File: src/rtl/branch_predictor.sv
`default_nettype none
// ============================================================================
//  Module      : branch_predictor
//  Description : IF-stage dynamic branch predictor. Direct-mapped BTB with a
//                2-bit saturating direction counter per entry. It is trained
//                by the ID-stage branch resolution. It flags mispredictions,
//                supplies the recovery PC and keeps saturating statistics.
//  Revision    : 1.0 - initial release
// ============================================================================
module branch_predictor #(
    parameter int IDX_W = 4,
    parameter int TAG_W = 8,
    parameter int CNT_W = 16
) (
    input  logic             clk,
    input  logic             rst,
    input  logic             stall,
    input  logic [31:0]      IF_pc,
    output logic             pred_taken,
    output logic [31:0]      pred_target,
    input  logic             ID_branch,
    input  logic [31:0]      ID_pc,
    input  logic             ID_taken,
    input  logic [31:0]      ID_target,
    input  logic             ID_pred_taken,
    input  logic [31:0]      ID_pred_tgt,
    output logic             mispredict,
    output logic [31:0]      recover_pc,
    output logic [CNT_W-1:0] br_count,
    output logic [CNT_W-1:0] miss_count
);

    localparam int               ENTRIES = 1 << IDX_W;
    localparam logic [1:0]       SNT     = 2'b00;
    localparam logic [1:0]       WNT     = 2'b01;
    localparam logic [1:0]       WT      = 2'b10;
    localparam logic [1:0]       ST      = 2'b11;
    localparam logic [CNT_W-1:0] CNT_MAX = '1;

    logic [ENTRIES-1:0] valid_q;
    logic [1:0]         ctr_q [ENTRIES];
    logic [TAG_W-1:0]   tag_q [ENTRIES];
    logic [31:0]        tgt_q [ENTRIES];

    logic [CNT_W-1:0]   br_count_q,  br_count_d;
    logic [CNT_W-1:0]   miss_count_q, miss_count_d;

    // ---------------- Lookup ----------------
    logic [IDX_W-1:0] if_idx;
    logic [TAG_W-1:0] if_tag;
    logic             if_hit;
    logic             unused_if_pc_bits;

    assign if_idx            = IF_pc[IDX_W+1:2];
    assign if_tag            = IF_pc[IDX_W+TAG_W+1:IDX_W+2];
    assign unused_if_pc_bits = ^{IF_pc[31:IDX_W+TAG_W+2], IF_pc[1:0]};
    assign if_hit            = valid_q[if_idx] && (tag_q[if_idx] == if_tag);
    assign pred_taken        = if_hit && ctr_q[if_idx][1];
    assign pred_target       = if_hit ? tgt_q[if_idx] : 32'd0;

    // ---------------- Resolve ----------------
    // Reset gates the update so mispredict and training are quiet while rst is high.
    logic upd;
    assign upd        = ID_branch && !stall && !rst;
    assign mispredict = upd && ((ID_taken != ID_pred_taken) ||
                                (ID_taken && (ID_target != ID_pred_tgt)));
    assign recover_pc = ID_branch ? (ID_taken ? ID_target : ID_pc + 32'd4) : 32'd0;

    // ---------------- Training ----------------
    logic [IDX_W-1:0] id_idx;
    logic [TAG_W-1:0] id_tag;
    logic             id_hit;
    logic             ent_we;
    logic [1:0]       ctr_d;
    logic [31:0]      tgt_d;

    assign id_idx = ID_pc[IDX_W+1:2];
    assign id_tag = ID_pc[IDX_W+TAG_W+1:IDX_W+2];
    assign id_hit = valid_q[id_idx] && (tag_q[id_idx] == id_tag);

    // Next-state of the entry addressed by ID_pc: counter step on hit, allocate on taken miss
    always_comb begin
        ent_we = 1'b0;
        ctr_d  = ctr_q[id_idx];
        tgt_d  = tgt_q[id_idx];
        if (upd) begin
            if (id_hit) begin
                ent_we = 1'b1;
                if (ID_taken) begin
                    ctr_d = (ctr_q[id_idx] == ST) ? ST : ctr_q[id_idx] + 2'd1;
                    tgt_d = ID_target;
                end else begin
                    ctr_d = (ctr_q[id_idx] == SNT) ? SNT : ctr_q[id_idx] - 2'd1;
                end
            end else if (ID_taken) begin
                ent_we = 1'b1;
                ctr_d  = WT;
                tgt_d  = ID_target;
            end
        end
    end

    // BTB storage; written after the edge so a same-cycle lookup sees the old entry
    always_ff @(posedge clk or posedge rst) begin
        if (rst) begin
            valid_q <= '0;
            for (int i = 0; i < ENTRIES; i++) begin
                ctr_q[i] <= WNT;
                tag_q[i] <= '0;
                tgt_q[i] <= '0;
            end
        end else if (ent_we) begin
            valid_q[id_idx] <= 1'b1;
            ctr_q[id_idx]   <= ctr_d;
            tag_q[id_idx]   <= id_tag;
            tgt_q[id_idx]   <= tgt_d;
        end
    end

    // ---------------- Statistics ----------------
    // Saturating increments of the resolved-branch and misprediction counters
    always_comb begin
        br_count_d   = br_count_q;
        miss_count_d = miss_count_q;
        if (upd && (br_count_q != CNT_MAX)) begin
            br_count_d = br_count_q + 1'b1;
        end
        if (mispredict && (miss_count_q != CNT_MAX)) begin
            miss_count_d = miss_count_q + 1'b1;
        end
    end

    // Statistics registers
    always_ff @(posedge clk or posedge rst) begin
        if (rst) begin
            br_count_q   <= '0;
            miss_count_q <= '0;
        end else begin
            br_count_q   <= br_count_d;
            miss_count_q <= miss_count_d;
        end
    end

    assign br_count   = br_count_q;
    assign miss_count = miss_count_q;

endmodule
`default_nettype wire

File: config.mk
export PLATFORM = sky130hd
export DESIGN_NAME = branch_predictor
export DESIGN_NICKNAME = d
export VERILOG_FILES = /design/src/rtl/branch_predictor.sv
export SDC_FILE = /design/constraint.sdc
export NUM_CORES = 2
export LEC_CHECK = 0
export BUFFER_PORTS_ARGS = -buffer_cell sky130_fd_sc_hd__buf_4
export CORE_MARGIN = 3
export CORE_UTILIZATION = 45
export DETAILED_ROUTE_END_ITERATION = 12
export PLACE_DENSITY = 0.64
export SETUP_SLACK_MARGIN = 0.3
export SLEW_MARGIN = 30
export SYNTH_ARGS = -nofsm -noshare
export SYNTH_HDL_FRONTEND = slang
export SYNTH_SLANG_ARGS = --single-unit
File: constraint.sdc
create_clock -name clk -period 25.6 [get_ports clk]
set_input_delay 2.56 -clock clk [delete_from_list [all_inputs] [get_ports clk]]
set_output_delay 2.56 -clock clk [all_outputs]
set_load 0.1 [all_outputs]
**After elaboration in Yosys (flattened, before gate mapping)**

Index checks and enable logic that the tools add are counted.

- Register bits after elaboration: 720
- Bits of input ports: 134
- Output and inout port bits: 98
- Word-level logic and storage cells: 134

- $add $sub $neg: 5
- Order comparisons: 6
- Eq/ne operators: 7
- Mux-type cells: 47
- Bitwise operators: 3
- Reduce and logical (&&, ||, !) cells: 15

Operator list:

| kind | number |
|---|---|
| $bwmux W512 | 1 |
| $mux W32 | 10 |
| $bmux W32 S4 | 2 |
| $bwmux W128 | 1 |
| $demux W32 S4 | 1 |
| $bmux W8 S4 | 2 |
| $mux W8 | 5 |
| $add A16 B1 Y16 const B | 2 |
| $add A32 B3 Y32 const B | 1 |
| $bwmux W32 | 1 |
| $demux W8 S4 | 1 |
| $ne A16 B16 Y1 const B | 2 |
| $ne A32 B32 Y1 | 1 |
| $mux W2 | 11 |
| $bmux W2 S4 | 2 |
| $eq A8 B8 Y1 | 2 |
| $or A16 B16 Y16 | 1 |
| $logic_and A1 B1 Y1 | 11 |
| $ge A5 B5 Y1 const B | 2 |
| $lt A4 B5 Y1 const B | 2 |
| $not A4 Y5 | 2 |
| $bmux W1 S4 | 2 |
| $demux W2 S4 | 1 |
| $mux W1 | 6 |
| 10 further kinds | 11 |

**Logic depth before layout (Yosys ltp)**

- Word-level depth: 10
- Mapped depth: 12
- Depth with buffers taken out: 8

**Least setup slack after synthesis**

No wires, ideal clock.

- Kind: input to register
- From: input rst
- To: register tgt_q[147] in the netlist's numbering
- Setup time: 0.128 ns
- Data arrival time: 20.600 ns
- Data required time: 25.472 ns
- Setup slack: 4.872 ns
- Stages on the path: 10
- Path buffers: 2
- Cell sequence: inv_1 nand3b_1 or4_1 o22ai_1 o211ai_1 o31ai_4 buf_12 nand3_4 buf_6 mux2_1

- Cells in the longest elaborated chain, start to end: 4
- Elaborated cells on any way between the ends: 5
- Classes of those cells: mux: 3; reduce/logical: 2

RTL lines:

| item | RTL line | source |
|---|---|---|
| start, declared | 16 | `input logic rst,` |
| $logic_not A1 Y1 (no line) * | - |  |
| $logic_and A1 B1 Y1 * | 64 | `assign upd = ID_branch && !stall && !rst;` |
| $mux W32 | 86 | `if (upd) begin` |
| $bwmux W512 | 116 | `tgt_q[id_idx] <= tgt_d;` |
| end signal, assigned by index | 116 |  |
| end, declared | 43 | `logic [31:0] tgt_q [ENTRIES];` |

Mark *: on every way between the ends. The rest lies on a longest branch, timed or not.
A chain may end at the register's enable or synchronous reset.

**Worst setup path after layout**

- From: input ID_pc[5]
- To: output recover_pc[25]

- Cells in the longest elaborated chain, start to end: 3

RTL lines:

| item | RTL line | source |
|---|---|---|
| start, declared | 22 | `input logic [31:0] ID_pc,` |
| $add A32 B3 Y32 | 67 | `assign recover_pc = ID_branch ? (ID_taken ? ID_target : ID_pc + 32'd4) : 32'd0;` |
| $mux W32 (2 in a row) | 67 |  |
| end, declared | 28 | `output logic [31:0] recover_pc,` |

Every way passes these cells.

==> results.json <==
{
  "status": "finished clean",
  "hold_slack_ns": 0.4839,
  "insertion_delay_ns": 0.62,
  "critPathMaxStageDelay_ns": 0.71,
  "wl_per_cell_um": 31.01,
  "syn_to_final_growth_pct": 12.14,
  "fin_worst_skew_ns": 0.02046,
  "wl_met2_mm": 56.16,
  "worst-r2r-setup-slack_ns": 21.13,
  "wirelength_mm": 120.9,
  "io_buffers": 211,
  "initial_core_util": 0.4584,
  "drtIter0Drc": 2274,
  "gp_congestion": 0.8237,
  "die_w_um": 304.7,
  "grt_overflow": 0,
  "yosysWarnings": 0,
  "start_kind": "primary input",
  "whs_path_depth": 1,
  "maxSlewHeadroom": 0.3059,
  "htree_num_levels": 3,
  "ios": 232,
  "fp.coreArea_um2": 87560,
  "grt_max_degree": 128,
  "pwr_density_cell_nw_per_um2": 59.96,
  "path_max_fanout": 45,
  "path_class": "in -> out",
  "rows": 108,
  "vias": 25050,
  "synth_nets": 2727,
  "crit_chain": "buf_4, and2_1, and3_1, and3_1, nand2b_1, nor2_1, nand2_1, xnor2_2, o211a_1, buf_4",
  "synthTopCellsByArea": "dfrtp_1 (44%), mux4_2 (22%), mux2_2 (15%)",
  "fin_crit_sh": 0.3723,
  "cts_buffers": 78,
  "cts_tree": "done",
  "synthesis.area_um2": 40140,
  "clockBufferDepth": 3,
  "min_path_type": "reg -> reg",
  "vias_per_cell": 6.425,
  "ys_seq_area_frac": 0.4494,
  "cts_setup_buffers": 0,
  "antenna_found_initial": 9,
  "synth_cell_types": 61,
  "placedCellCount": 3752,
  "worstSetupEndpointType": "primary output",
  "yosys.area.top_type": "dfrtp_1",
  "reg2reg_depth": 10,
  "ant_nets": 0,
  "postCtsHoldBufs": 0,
  "clkTransAtPathRegs_ns": 0.06,
  "drive_gt1_frac": 0.5150,
  "drc": 0,
  "avgSynthCellArea_um2": 15.52,
  "crit_arrival_ns": 6.97,
  "drv_cap": 0,
  "wl_met3_mm": 11.99,
  "synthFlopType": "dfrtp_1",
  "rsz0062_at_grt": "no",
  "finalCriticalPeriod_ns": 9.530,
  "die_area_um2": 92820,
  "dp_hpwl_mm": 71.63,
  "slowest_stage": "buf_4",
  "fp.dieH_um": 304.7,
  "synth_top_area_frac": 0.4389,
  "met1_length_mm": 49.10,
  "grt_pass1_wl_mm": 180.3,
  "hold_violations": 0,
  "dr.pass1.iters": 5,
  "syn_inst": 2587,
  "final_cells": 3899,
  "synth-edff-count": 0,
  "required_ns": 23.04,
  "drv_slew": 0,
  "p_leak_nw": 20.91,
  "synth.most_common_cell": "dfrtp_1",
  "gr-usage-all-layers": 0.2606,
  "synthTopCellsByCount": "dfrtp_1 (704), mux2_2 (528), mux4_2 (393)",
  "grt_pass1_vias": 27050,
  "clock-sinks": 720,
  "cts_resized": 0,
  "nets": 2818,
  "tightest_slew_ns": 1.041,
  "fin_tns_setup_ns": 0,
  "irDropWorstVdd_uv": 46.47,
  "ys_ff_latch": 720,
  "cts-root-buf": "clkbuf_16",
  "highest_layer": "met5",
  "ys_async_sr_fraction": 1.000,
  "setup_viol_count_final": 0,
  "fmaxAchievable_mhz": 104.9
}
## cell usage in the layout (no fill, tap or decap), types with 4 or more instances in the layout
cell type / Yosys / layout
dfrtp_1: 704 / 704
mux2_2: 528 / 528
mux4_2: 393 / 393
buf_4: 4 / 228
mux2_1: 100 / 100
clkbuf_16: 0 / 81
mux2_4: 63 / 63
xor2_1: 65 / 62
nand2_1: 56 / 55
mux2i_1: 50 / 50
nor2b_1: 47 / 46
xnor2_1: 38 / 35
nand2b_1: 24 / 24
and2_1: 22 / 22
nor2_1: 23 / 22
clkbuf_8: 0 / 22
clkbuf_1: 111 / 21
nand3_1: 21 / 20
o21ai_0: 19 / 19
buf_6: 42 / 18
a22oi_1: 16 / 16
nand3_4: 10 / 16
dfstp_2: 16 / 16
nand4_1: 15 / 15
and3_1: 14 / 14
a32o_1: 14 / 14
clkinv_2: 0 / 14
nor4_1: 13 / 13
a21oi_1: 12 / 12
o211a_1: 12 / 12
inv_1: 11 / 10
a211oi_1: 6 / 6
ha_1: 6 / 6
nor3_1: 6 / 5
or3_1: 4 / 4
inv_6: 0 / 4
## area by class of cell
cell class                      count  area, um2
Antenna cell                        2      5.005
Timing Repair Buffer              252       2019
Sequential cell                   720      18040
Clock buffer                      122       2381
Inverter                           12      52.55
Clock inverter                     22      203.9
Tap cell                         1155       1445
Fill cell                        7192      42550
Multi-Input combinational cell   1614      20870
## final timing paths
path,startpoint,endpoint
worst min-delay path,valid_q[5],valid_q[5]
worst min register to register,valid_q[5],valid_q[5]
min in group asynchronous,rst,tag_q[10]
max in group asynchronous,rst,tgt_q[396]
worst max-delay path,ID_pc[5],recover_pc[25]
worst max register to register,tag_q[10],tgt_q[126]
## state kept, by name, summed over array words and instances (netlist names)
| signal | count |
|---|---|
| br_count | 16 |
| valid_q | 16 |
| tgt_q | 512 |
| ctr_q | 32 |
| miss_count | 16 |
| tag_q | 128 |
## cell families (layout without fill, tap and decap cells)
kind of cell	count (synthesis)	count (layout)	synth area share
muxes	1134	1134	0.4327
DFF	720	720	0.4494
and+or+nand+nor	272	272	0.04055
buffers and inverters	253	408	0.03373
xor gates and xnor gates	103	103	0.02247
AOI/OAI and AO/OA	98	98	0.01905
adders and majority gates	7	7	0.002120
other	0	2	0
## worst max-delay path, delay by kind of cell
family,cells,cell delay (ns)
AO/OA/AOI/OAI,1,0.24
XOR/XNOR,1,0.57
buffers and inverters,2,1.00
AND/OR/NAND/NOR,6,2.50
## where the power goes
| part | switching, W | total [W] | internal (W) |
|---|---|---|---|
| combinational | 0.000232 | 0.000352 | 0.000120 |
| clock | 0.000470 | 0.00114 | 0.000670 |
| sequential | 0.0000325 | 0.00121 | 0.00117 |
| total | 0.000734 | 0.00270 | 0.00196 |
## layer usage
layer / global-route usage / vias up
met4: 0.08527 / 6
met5: 0 / -
met3: 0.08027 / 223
li1: - / 10150
met2: 0.4040 / 1048
met1: 0.3521 / 13630
## through the flow
| stage | util | area [um2] | power, W | setup slack [ns] |
|---|---|---|---|---|
| 6_report | 0.5140 | 45010 | 0.002699 | 16.07 |
| 5_1_grt | 0.5140 | 45010 | 0.002793 | 16.00 |
| 4_1_cts | 0.5128 | 44900 | 0.002719 | 16.06 |
| 3_5_place_dp | 0.4833 | 42320 | 0.001578 | 16.06 |
| 3_3_place_gp | 0.4826 | 42260 | 0.001569 | 16.08 |
| 2_1_floorplan | - | 40140 | 0.001469 | 2.850 |
(Power assumes the default switching activity.)
